$ cat src/rtl/multipath_equalizer_pkg.sv
// Shared definitions for the voice channel chain.
// Holds the sample width, the equalizer state type and the
// saturate-to-8 helper. The channel model and the equalizer both use them.
package multipath_equalizer_pkg;

  localparam int unsigned SAMPLE_W = 8;
  // Wide enough for (4*y - x) with y and x in -128..127: -639..636
  localparam int unsigned ACC_W    = 11;

  typedef enum logic [1:0] {
    EQ_IDLE  = 2'd0,
    EQ_PRIME = 2'd1,
    EQ_RUN   = 2'd2
  } eq_state_t;

  function automatic logic signed [SAMPLE_W-1:0] sat8(input logic signed [ACC_W-1:0] v);
    if (v > 11'sd127)
      return 8'sd127;
    else if (v < -11'sd128)
      return -8'sd128;
    else
      return v[SAMPLE_W-1:0];
  endfunction

endpackage

$ cat src/rtl/multipath_equalizer_sat8.sv
// eq_sat8: combinational 11-bit to 8-bit signed saturator.
// Ports:
//   din   in   11-bit signed value
//   dout  out  value clamped to -128..127
//   clip  out  high when din lay outside -128..127
module eq_sat8
  import multipath_equalizer_pkg::*;
(
  input  logic signed [ACC_W-1:0]    din,
  output logic signed [SAMPLE_W-1:0] dout,
  output logic                       clip
);

  always_comb begin
    dout = sat8(din);
    clip = (din > 11'sd127) || (din < -11'sd128);
  end

endmodule

$ cat src/rtl/multipath_equalizer.sv
// multipath_equalizer: decision-feedback inverse of the two-path
// attenuating channel y[n] = ((x[n-1]>>>1) + (x[n-2]>>>1))>>>1.
// Recovers x[k] = sat8(4*y[k+1] - x[k-1]) per frame; y[0] of each frame
// carries no information and is dropped.
// Ports:
//   clk, rst_n          clock, synchronous active-low reset
//   in_data/in_sof      channel sample and start-of-frame marker
//   in_valid/in_ready   input handshake (in_ready = !out_valid || out_ready)
//   out_data/out_sof    recovered sample, first-of-frame marker
//   out_valid/out_ready output handshake, single register, no skid
//   sat_count           saturating count of clipped outputs
//   frame_err           one-cycle pulse on misplaced or missing sof
module multipath_equalizer
  import multipath_equalizer_pkg::*;
#(
  parameter int unsigned FRAME_LEN = 256,
  parameter int unsigned SAT_W     = 16
) (
  input  logic             clk,
  input  logic             rst_n,
  input  logic [7:0]       in_data,
  input  logic             in_sof,
  input  logic             in_valid,
  output logic             in_ready,
  output logic [7:0]       out_data,
  output logic             out_sof,
  output logic             out_valid,
  input  logic             out_ready,
  output logic [SAT_W-1:0] sat_count,
  output logic             frame_err
);

  localparam logic [15:0] LAST_IDX = 16'(FRAME_LEN - 1);

  eq_state_t                  state, state_nxt;
  logic [15:0]                cnt, cnt_nxt;
  logic signed [SAMPLE_W-1:0] hist, hist_nxt;
  logic signed [ACC_W-1:0]    acc_val;
  logic signed [SAMPLE_W-1:0] sat_val;
  logic                       clip;
  logic                       accept;
  logic                       emit;
  logic                       emit_sof;
  logic                       err_nxt;

  assign in_ready = !out_valid || out_ready;
  assign accept   = in_valid && in_ready;

  // 4*y built by concatenation keeps the sign bit without a shift overflow
  assign acc_val = $signed({in_data[7], in_data, 2'b00})
                 - $signed({{3{hist[7]}}, hist});

  eq_sat8 u_sat (
    .din  (acc_val),
    .dout (sat_val),
    .clip (clip)
  );

  always_ff @(posedge clk) begin
    if (!rst_n) begin
      state <= EQ_IDLE;
      cnt   <= '0;
      hist  <= '0;
    end else begin
      state <= state_nxt;
      cnt   <= cnt_nxt;
      hist  <= hist_nxt;
    end
  end

  always_comb begin
    state_nxt = state;
    cnt_nxt   = cnt;
    hist_nxt  = hist;
    emit      = 1'b0;
    emit_sof  = 1'b0;
    err_nxt   = 1'b0;
    if (accept) begin
      case (state)
        EQ_IDLE: begin
          if (in_sof) begin
            state_nxt = EQ_PRIME;
            cnt_nxt   = 16'd1;
            hist_nxt  = '0;
          end else begin
            err_nxt = 1'b1;
          end
        end
        EQ_PRIME, EQ_RUN: begin
          if (in_sof) begin
            // Misplaced sof: report it and treat this beat as the new y[0]
            err_nxt   = 1'b1;
            state_nxt = EQ_PRIME;
            cnt_nxt   = 16'd1;
            hist_nxt  = '0;
          end else begin
            emit     = 1'b1;
            emit_sof = (state == EQ_PRIME);
            hist_nxt = sat_val;
            // PRIME can also hold the last beat when FRAME_LEN is 2
            if (cnt == LAST_IDX) begin
              state_nxt = EQ_IDLE;
              cnt_nxt   = '0;
            end else begin
              state_nxt = EQ_RUN;
              cnt_nxt   = cnt + 16'd1;
            end
          end
        end
        default: state_nxt = EQ_IDLE;
      endcase
    end
  end

  always_ff @(posedge clk) begin
    if (!rst_n) begin
      out_valid <= 1'b0;
      out_data  <= '0;
      out_sof   <= 1'b0;
      frame_err <= 1'b0;
      sat_count <= '0;
    end else begin
      frame_err <= err_nxt;
      // Discarded beats still free the output register when it is consumed
      if (in_ready) begin
        out_valid <= emit;
        out_sof   <= emit_sof;
        if (emit)
          out_data <= sat_val;
      end
      if (emit && clip && (sat_count != '1))
        sat_count <= sat_count + 1'b1;
    end
  end

endmodule

$ cat config.mk
export PLATFORM = sky130hd
export DESIGN_NAME = multipath_equalizer
export DESIGN_NICKNAME = d
export VERILOG_FILES = /design/src/rtl/multipath_equalizer_pkg.sv /design/src/rtl/multipath_equalizer_sat8.sv /design/src/rtl/multipath_equalizer.sv
export SDC_FILE = /design/constraint.sdc
export NUM_CORES = 1
export LEC_CHECK = 0
export CAP_MARGIN = 30
export CORE_MARGIN = 5
export CORE_UTILIZATION = 50
export DETAILED_ROUTE_END_ITERATION = 16
export PLACE_DENSITY = 0.73
export SKIP_LAST_GASP = 1
export SLEW_MARGIN = 20
export SYNTH_ARGS = -nofsm -noshare
export SYNTH_HDL_FRONTEND = slang
export SYNTH_SLANG_ARGS = --single-unit
$ cat constraint.sdc
create_clock -name clk -period 4.7 [get_ports clk]
set_input_delay 1.41 -clock clk [delete_from_list [all_inputs] [get_ports clk]]
set_output_delay 1.41 -clock clk [all_outputs]
set_load 0.1 [all_outputs]
==> results of run 1 <==
[layer usage]
metal  track usage  part of all wire
met5             0                 0
met4       0.04670             0.010
met3       0.03166             0.042
met2        0.3117              0.48
met1        0.2409              0.47
[worst max path at each step]
stage,cells after the start,to,from
finish,10,sat_count[12]$_SDFFE_PN0P_,in_data[4]
global route,9,hist[0]$_SDFFE_PN0P_,in_data[5]
CTS,10,sat_count[12]$_SDFFE_PN0P_,in_data[4]
detailed placement,10,sat_count[15]$_SDFFE_PN0P_,in_data[4]
global placement,10,sat_count[15]$_SDFFE_PN0P_,in_data[4]
floorplan,10,cnt[5]$_SDFFE_PN0P_,out_ready
[layout by cell type (no fill, tap or decap), types with 3 or more instances in the layout]
master,count
dfxtp_1,53
nor2_1,39
clkdlybuf4s50_1,39
a21oi_1,34
nand2_1,27
o21ai_0,23
and3_1,19
inv_1,18
ha_1,15
nand3_1,13
nor3_1,10
nor3b_1,8
buf_4,8
nand2b_1,6
clkbuf_8,6
mux2i_1,5
xnor2_1,5
a41oi_1,5
nor4_1,5
a211oi_1,4
nor2b_1,4
a22oi_1,4
a32oi_1,4
a32o_1,4
a21o_1,3
or3_1,3
o211ai_1,3
nand4b_1,3
nand4_1,3
a311oi_1,3
[critical path, stage by stage]
cell             delay [ns]
clkdlybuf4s50_1        0.40
ha_1                   0.42
and4_1                 0.25
a211oi_1               0.29
o22ai_1                0.15
or2_4                  0.29
o41ai_4                0.55
nor2_1                 0.16
a41oi_1                0.24
a311oi_1               0.08
[state kept, by name, indices dropped and copies added (netlist names)]
| register | flops |
|---|---|
| cnt | 16 |
| sat_count | 16 |
| hist | 8 |
| out_data | 8 |
| state | 2 |
| frame_err | 1 |
| out_sof | 1 |
| out_valid | 1 |
[per-stage QoR]
| stage | area, um^2 | util | setup slack (ns) | hold WS, ns | total power, mW |
|---|---|---|---|---|---|
| floorplan | 3109 | - | 0.6306 | 0.4510 | 0.5926 |
| detailed placement | 3575 | 0.5967 | 0.3314 | 0.4575 | 0.6329 |
| global placement | 3575 | 0.5967 | 0.3978 | 0.4631 | 0.6305 |
| finish | 3691 | 0.6161 | 0.6318 | 0.4669 | 0.9487 |
| global route | 3691 | 0.6161 | 0.4107 | 0.5129 | 0.9931 |
| CTS | 3691 | 0.6161 | 0.6422 | 0.4749 | 0.9543 |
[cells in the mapped netlist (all sizes together), types with 6 or more instances]
cell    number
dfxtp       53
nor2        39
a21oi       34
nand2       27
o21ai       25
and3        19
inv         18
ha          15
nand3       14
clkbuf      11
nor3        11
nor3b       10
a41oi        6
nand2b       6
[layout make-up]
class	instances	area (um^2)
inverters	19	71.32
clock buffers	7	86.33
flip-flops and latches	53	1061
well taps	75	93.84
clock inverters	1	30.03
repair buffers	47	450.4
fillers	544	2300
multi-input cells	287	1898
[where the power goes]
| part | internal [mW] | switching [mW] | leakage, nW |
|---|---|---|---|
| logic | 0.0583 | 0.106 | 0.889 |
| registers | 0.455 | 0.00451 | 0.428 |
| clock network | 0.174 | 0.151 | 0.0585 |
| total | 0.687 | 0.262 | 1.38 |
[cell families after synthesis]
kind of cell    count (synthesis)
fa+ha+maj                      15
buf+inv                        35
compound gates                104
flops                          53
simple gates                  155
mux                             5
xor+xnor                        8
==> flow_summary_export.csv, run 1 <==
group,metric,value,unit
timing,drv_slew,0,
clock_network,root_buffer,"clkbuf_8",
global_route,grt_overflow,0,
die,fp.dieH,88.86,um
status,status,"complete, no violations",
yosys,synth-main-ff-cell,"dfxtp_1",
clock_network,cts_buffer_depth,2,
die,ios,41,
hold_path,hold_path.startpoint,"out_data[0]$_SDFFE_PN0P_",
cells_and_area,nNetsFinal,441,
worst_setup_path,setup.worst_path.class,"in2reg",
drt,drt_first_pass_iters,4,
hold_path,worst_hold_path.num_cells,2,
yosys,synth_top_cell_area_share,0.3412,
timing,max_freq,0.2458,GHz
drt,routed_via_density,5.671,
die,die_width,88.86,um
worst_setup_path,timing.critical_path.from_type,"primary input",
clock_network,ctsResizeCount,0,
placement,place_inst,481,
yosys,synthesis.area,3109,um^2
placement,gp_routability_congestion,0.8247,
cells_and_area,area.growth.synth_to_final,18.71,%
yosys,synthAdderAreaFrac,0.06036,
timing,rsz0062_at_grt,"no",
timing,timing_hold_violations_final,0,
die,start_util,0.5190,
global_route,pin_count_of_the_biggest_net_entering_global_routing,35,
clock_network,clkLatencyLatePin,0.31,ns
global_route,first_pass_grt_wire_length,11.61,mm
yosys,mappedNetlistNets,403,
hold_path,destination_of_the_worst_hold_path,"out_data[0]$_SDFFE_PN0P_",
yosys,yosys.area_share.simple,0.2740,
placement,dp_hpwl,4.971,mm
yosys,synth-edff-count,0,
yosys,synthCells,375,
placement,portBuffers,40,
die,coreArea,5991,um^2
worst_setup_path,endpoint_kind,"flip-flop",
worst_setup_path,crit-reg2reg-capture,"sat_count[12]$_SDFFE_PN0P_",
timing,tightestPinTransition,0.9851,ns
drt,wire_per_inst,14.01,um
timing,timing.max_slew.rel_slack,0.3412,
power,vdd_drop_max,0.1990,mV
yosys,synth_seq_cells,53,
clock_network,postCtsSetupBuffers,0,
timing,setup_viol_count_final,0,
global_route,grtUsageTotal,0.1835,
yosys,yosys_warnings,0,
drt,route.vias.total,2773,
cells_and_area,post_route_cells_drive_above_1_share,0.07246,
yosys,sequential_area_share_after_synthesis,0.3412,
clock_network,cts.sinks,53,
cells_and_area,antenna-diode-count,0,
global_route,grt_antenna_before_repair,0,
yosys,yosys.area.top_type,"dfxtp_1",
clock_network,cts.clk_slew.worst_paths,0.10,ns
timing,final.setup_skew,0.006494,ns
drt,detail_route.drc_violations,0,
worst_setup_path,worst_ep_arrival_time,4.25,ns
power,static-leakage-power,1.375,nW
power,power_per_cell_area,257.0,nW/um^2
drt,wirelength,6.852,mm
yosys,synth_cell_type_count,61,
cells_and_area,stdcell_count,489,
yosys,post_synth_mux_area_share,0.01610,
yosys,area_fraction_in_compound_gates_after_synthesis,0.2350,
clock_network,cts-hold-fix-buffers,0,
clock_network,tritoncts,"built",
worst_setup_path,largest_fanout_on_the_critical_path,11,
timing,setup_total_negative_slack,0,ns
hold_path,worstHoldPathType,"reg2reg",
yosys,async_reset_ff_frac,0,
yosys,synth_top_family_by_area,"simple AND/OR/NAND/NOR gates",
worst_setup_path,reg2reg_setup_slack,1.75,ns
yosys,synth.area.top_cells,"dfxtp_1 34%, ha_1 6.0%, a21oi_1 5.5%",
worst_setup_path,cp.required,4.88,ns
drt,drt_iter0_drc,134,
yosys,post_synth_xor_area_fraction,0.02495,
flow_run,cap_violations,0,
global_route,number_of_global_route_vias_before_repair,2555,
timing,final.min_clock_period,4.068,ns
yosys,syn_area_per_cell,8.291,um^2
clock_network,cts_htree_levels,2,
worst_setup_path,worstRegToRegCells,10,
die,rows,28,
drt,drtAntennaViolNets,0,
die,dieArea,7895,um^2
clock_network,total_clock_buffers_created_by_cts,5,
worst_setup_path,worstReg2RegStart,"hist[7]$_SDFFE_PN0P_",
timing,post-route-period-util,0.8656,
Power figures use the tool's default switching activity.
==> run 2: changes to the inputs <==
--- a/config.mk
+++ b/config.mk
@@ -7,9 +7,9 @@
 export LEC_CHECK = 0
 export CAP_MARGIN = 30
 export CORE_MARGIN = 5
-export CORE_UTILIZATION = 50
+export CORE_UTILIZATION = 45
 export DETAILED_ROUTE_END_ITERATION = 16
-export PLACE_DENSITY = 0.73
+export PLACE_DENSITY = 0.65
 export SKIP_LAST_GASP = 1
 export SLEW_MARGIN = 20
 export SYNTH_ARGS = -nofsm -noshare
==> run 2 against run 1 <==
Non-clock buffer count decreased by 1. Flip-flop and latch count stayed put. Total power is 9.7% lower. Register-to-register slack about the same. Critical path type unchanged. Largest cell class unchanged.
==> flow_summary_export.csv, run 2 (same netlist as run 1, synthesis figures left out) <==
group,metric,value,unit
global_route,grtUsageTotal,0.1656,
worst_setup_path,timing.critical_path.slowest_cell_delay,0.54,ns
global_route,number_of_global_route_vias_before_repair,2596,
cells_and_area,most_common_cell_after_layout_fill_and_taps_aside,"dfxtp_1",
power,power.internal,0.6106,mW
drt,wirelength,6.789,mm
timing,tightestPinTransition,0.9912,ns
drt,route.vias.total,2727,
hold_path,worstHoldPathType,"reg2reg",
drt,drt_first_pass_iters,4,
clock_network,total_clock_buffers_created_by_cts,5,
drt,routed_via_density,5.554,
global_route,grt_antenna_before_repair,0,
die,fp.dieH,93.12,um
timing,rsz0062_at_grt,"no",
drt,drt_iter0_drc,134,
clock_network,tritoncts,"built",
clock_network,cts_htree_levels,2,
cells_and_area,final_cell_mix,"53 x dfxtp_1, 39 x nor2_1, 39 x clkdlybuf4s50_1, 34 x a21oi_1, 27 x nand2_1",
power,vdd_drop_max,0.1147,mV
placement,portBuffers,40,
worst_setup_path,cp.required,4.90,ns
cells_and_area,post_route_cells_drive_above_1_share,0.06813,
cells_and_area,layout_top_registers,"cnt (16), sat_count (16)",
die,ios,41,
die,start_util,0.4602,
global_route,pin_count_of_the_biggest_net_entering_global_routing,30,
cells_and_area,area.growth.synth_to_final,17.30,%
power,netSwitchingPower,0.2461,mW
clock_network,cts.clk_slew.worst_paths,0.09,ns
clock_network,cts_buffer_depth,2,
clock_network,root_buffer,"clkbuf_8",
timing,drv_slew,0,
drt,wire_per_inst,13.83,um
power,netSwitchingFraction,0.2872,
placement,gp_routability_congestion,0.8558,
worst_setup_path,cp_slowest_cell,"o41ai_4",
power,power_per_cell_area,234.9,nW/um^2
timing,final.min_clock_period,4.073,ns
die,die_width,93.12,um
clock_network,ctsResizeCount,0,
worst_setup_path,critical_path.cell_chain,"clkdlybuf4s50_1 -> ha_1 -> and4_1 -> a211oi_1 -> o22ai_1 -> or2_4 -> o41ai_4 -> nor3_4 -> and3_1 -> o21a_1",
power,power_frac_seq,0.536,
power,share_comb_of_total_power,0.189,
worst_setup_path,largest_fanout_on_the_critical_path,11,
timing,max_freq,0.2455,GHz
worst_setup_path,endpoint_kind,"flip-flop",
placement,dp_hpwl,5.105,mm
drt,detail_route.drc_violations,0,
power,static-leakage-power,1.352,nW
clock_network,cts.sinks,53,
global_route,grt_overflow,0,
die,coreArea,6756,um^2
cells_and_area,nNetsFinal,440,
cells_and_area,filler_cell_count,650,
timing,setup_viol_count_final,0,
timing,timing.max_slew.rel_slack,0.3372,
die,rows,30,
power,pwr-share-clk,0.275,
worst_setup_path,setup.worst_path.class,"in2reg",
global_route,first_pass_grt_wire_length,11.96,mm
cells_and_area,antenna-diode-count,0,
clock_network,postCtsSetupBuffers,0,
clock_network,clkLatencyLatePin,0.30,ns
worst_setup_path,worst_ep_arrival_time,4.27,ns
timing,timing_hold_violations_final,0,
timing,final.setup_skew,0.008239,ns
die,dieArea,8671,um^2
flow_run,cap_violations,0,
clock_network,cts-hold-fix-buffers,0,
worst_setup_path,timing.critical_path.from_type,"primary input",
status,status,"complete, no violations",
power,post-layout-total-power,0.8567,mW
timing,post-route-period-util,0.8665,
timing,setup_total_negative_slack,0,ns
drt,drtAntennaViolNets,0,
-- run 2: worst paths after layout --
kind	start	end	slack (ns)	cells past startpoint
hold reg to reg	out_data[0]$_SDFFE_PN0P_	out_data[0]$_SDFFE_PN0P_	0.47	2
hold / removal	out_data[0]$_SDFFE_PN0P_	out_data[0]$_SDFFE_PN0P_	0.47	2
setup reg to reg	hist[0]$_SDFFE_PN0P_	sat_count[15]$_SDFFE_PN0P_	1.76	10
setup / recovery	in_data[4]	sat_count[15]$_SDFFE_PN0P_	0.63	10
-- run 2: metal layers --
metal / part of all wire / wire length, um / global-route usage
met3: 0.033 / 224 / 0.02816
met2: 0.48 / 3264 / 0.2789
met5: 0 / 0 / 0
met4: 0.0090 / 61 / 0.05006
met1: 0.48 / 3239 / 0.2164
-- run 2: final cells by class --
cell class / instances / area (um^2) / area share
Timing Repair Buffer: 46 / 442.9 / 0.1214
Multi-Input combinational cell: 287 / 1898 / 0.5204
Inverter: 19 / 71.32 / 0.01955
Tap cell: 80 / 100.1 / 0.02744
Sequential cell: 53 / 1061 / 0.2909
Clock buffer: 5 / 68.82 / 0.01887
Clock inverter: 1 / 5.005 / 0.001372
-- run 2: power groups by stage --
| stage | combinational (mW) | sequential, mW | clock, mW |
|---|---|---|---|
| 5_1_grt | 0.177 | 0.461 | 0.270 |
| 3_3_place_gp | 0.160 | 0.470 | 0 |
| 2_1_floorplan | 0.0993 | 0.493 | 0 |
| 4_1_cts | 0.162 | 0.460 | 0.247 |
| 6_report | 0.162 | 0.459 | 0.235 |
| 3_5_place_dp | 0.161 | 0.470 | 0 |
-- run 2: worst max-delay path: cells and delay by family --
kind                       cells  cell delay, ns
AOI/OAI and AO/OA              4            1.12
and+or+nand+nor                4            0.90
buffers and inverters          1            0.41
adders and majority gates      1            0.43
-- run 2: stage by stage --
step | area, um^2 | worst slack, ns | instances | utilization | hold slack [ns]
after floorplan | 3109 | 0.6306 | 375 | - | 0.4510
after global placement | 3573 | 0.3959 | 485 | 0.5289 | 0.4448
after detailed placement | 3573 | 0.3356 | 485 | 0.5289 | 0.4721
after CTS | 3647 | 0.6553 | 491 | 0.5398 | 0.4844
after global routing | 3647 | 0.4509 | 491 | 0.5398 | 0.5105
final | 3647 | 0.6273 | 491 | 0.5398 | 0.4748
==> patch (config.mk and constraints of run 2) <==
Reset style: asynchronous (`rst_n`), changed in 2 clocked blocks. Comments in the files are not updated.
--- a/src/rtl/multipath_equalizer.sv
+++ b/src/rtl/multipath_equalizer.sv
@@ -56,7 +56,7 @@
     .clip (clip)
   );
 
-  always_ff @(posedge clk) begin
+  always_ff @(posedge clk or negedge rst_n) begin
     if (!rst_n) begin
       state <= EQ_IDLE;
       cnt   <= '0;
@@ -112,7 +112,7 @@
     end
   end
 
-  always_ff @(posedge clk) begin
+  always_ff @(posedge clk or negedge rst_n) begin
     if (!rst_n) begin
       out_valid <= 1'b0;
       out_data  <= '0;
Formal check against the unedited RTL: differs if rst_n is asserted again (counterexample within 4 cycles, from zero or initial values and one cycle with rst_n low); with rst_n held inactive, the same outputs for 4 cycles.
==> patch against run 2 <==
Setup slack worse by 12 ps. Count of clock-buffer cells in the layout did not move. Cell area grew 0.62%. Largest cell class unchanged. Critical endpoint is now sat_count[1]. Clock skew is 4.7 ps lower. Wire length decreased by 2.0%. Sequential cell count unchanged. Synthesized cell count shrank 13%. Synthesized area shrank 1.5%. Fmax shrank 0.29%. Highest routed layer unchanged.
Power is not compared: it rests on default switching activity, and its combinational part moved more than twofold at a synthesized area within 25%.
==> patch: results (changes against run 2) <==
{| class="wikitable"
! Metric !! Value
|-
| Status || finished clean
|-
| Number of nets in the synthesized netlist || 356 (-12%)
|-
| Post-Syn Area per Cell || 9.34 µm² (+13%)
|-
| Share of final layout cell area taken by non-clock buffers || 12.5% (+0.33 points)
|-
| Met2 WL post-DR || 3110 µm (-4.8%)
|-
| Signal buffers || 47 (+2.2%)
|-
| Share of post-route cells with drive strength above 1 || 5.61% (-1.2 points)
|-
| Nets || 401 (-8.9%)
|-
| List of most frequent post-synthesis cells || sky130_fd_sc_hd__dfrtp_1, sky130_fd_sc_hd__nand2_1, sky130_fd_sc_hd__o21ai_0, sky130_fd_sc_hd__xnor2_1, sky130_fd_sc_hd__nor2_1
|-
| HP Start || out_data[7]
|-
| Clock skew after layout || 3.52 ps (-4.72 ps)
|-
| Pre-CTS worst setup slack || 307 ps (-28.9 ps)
|-
| Cells after DPL || 446 (-8.0%)
|-
| Reg2reg path depth || 9 (-1)
|-
| Sequential cell area || 1330 µm² (+25%)
|-
| Multi-input comb cells || 253 (-12%)
|-
| Transition time at the pin with the least slew margin || 985 ps (-5.69 ps)
|-
| Wire length on met1 || 3200 µm (-1.1%)
|-
| CP Data Arrival Time || 4280 ps (about the same)
|-
| Critical Path Start || in_data[0]
|-
| Met3 routed WL || 292 µm (+30%)
|-
| R2r setup slk || 1710 ps (-50 ps)
|-
| Routed wirelength normalized by instance count || 14.6 µm (+5.9%)
|-
| Seq cells || 53 (unchanged)
|-
| Worst flop-to-flop path startpoint || hist[2]
|-
| Wire length of the first global-routing pass || 11300 µm (-5.6%)
|-
| Worst Setup Slack, final || 616 ps (-11.7 ps)
|-
| Cell types with the largest area share after synthesis || sky130_fd_sc_hd__dfrtp_1, sky130_fd_sc_hd__ha_1, sky130_fd_sc_hd__xnor2_1
|-
| Fill count || 601 (-7.5%)
|-
| Met2 global-route usage || 26.3% (-1.6 points)
|-
| Multi-input combinational area share || 44.8% (-7.2 points)
|-
| Vias in the first global route || 2397 (-7.7%)
|-
| Critical path endpoint || sat_count[1]
|-
| Met1 Use GR || 22.2% (+0.57 points)
|-
| Largest stage delay, worst path || 600 ps (+60 ps)
|-
| ClkCell Share || 2.49% (+0.46 points)
|-
| GRT Total Usage || 16.1% (-0.50 points)
|-
| Detailed Route Iter0 Violations || 89 (-34%)
|-
| Distinct cells, synth || 53 (-13%)
|}
patch: through the flow:
| stage | cell area (µm²) | total power, mW |
|---|---|---|
| 2_1_floorplan | 3060 | 1.72 |
| 3_3_place_gp | 3580 | 2.04 |
| 3_5_place_dp | 3580 | 2.05 |
| 4_1_cts | 3670 | 2.32 |
| 5_1_grt | 3670 | 2.46 |
| 6_report | 3670 | 2.31 |
patch: cells by family (layout without fill, tap and decap cells):
logic type,Yosys count,after routing,synth area share (%)
AO/OA/AOI/OAI,68,68,15.0
XOR/XNOR,27,27,7.72
adder cells (fa/ha/maj),15,15,6.13
buffers and inverters,22,68,2.98
flip-flops,53,53,43.3
multiplexers,2,2,0.735
AND/OR/NAND/NOR,141,141,24.1
patch: critical path, delay by kind of cell:
family / cells / cell delay [ps]
adder cells (fa/ha/maj): 1 / 370
buffers and inverters: 1 / 400
AO/OA/AOI/OAI: 2 / 390
XOR/XNOR: 1 / 210
multiplexers: 1 / 340
AND/OR/NAND/NOR: 3 / 1150
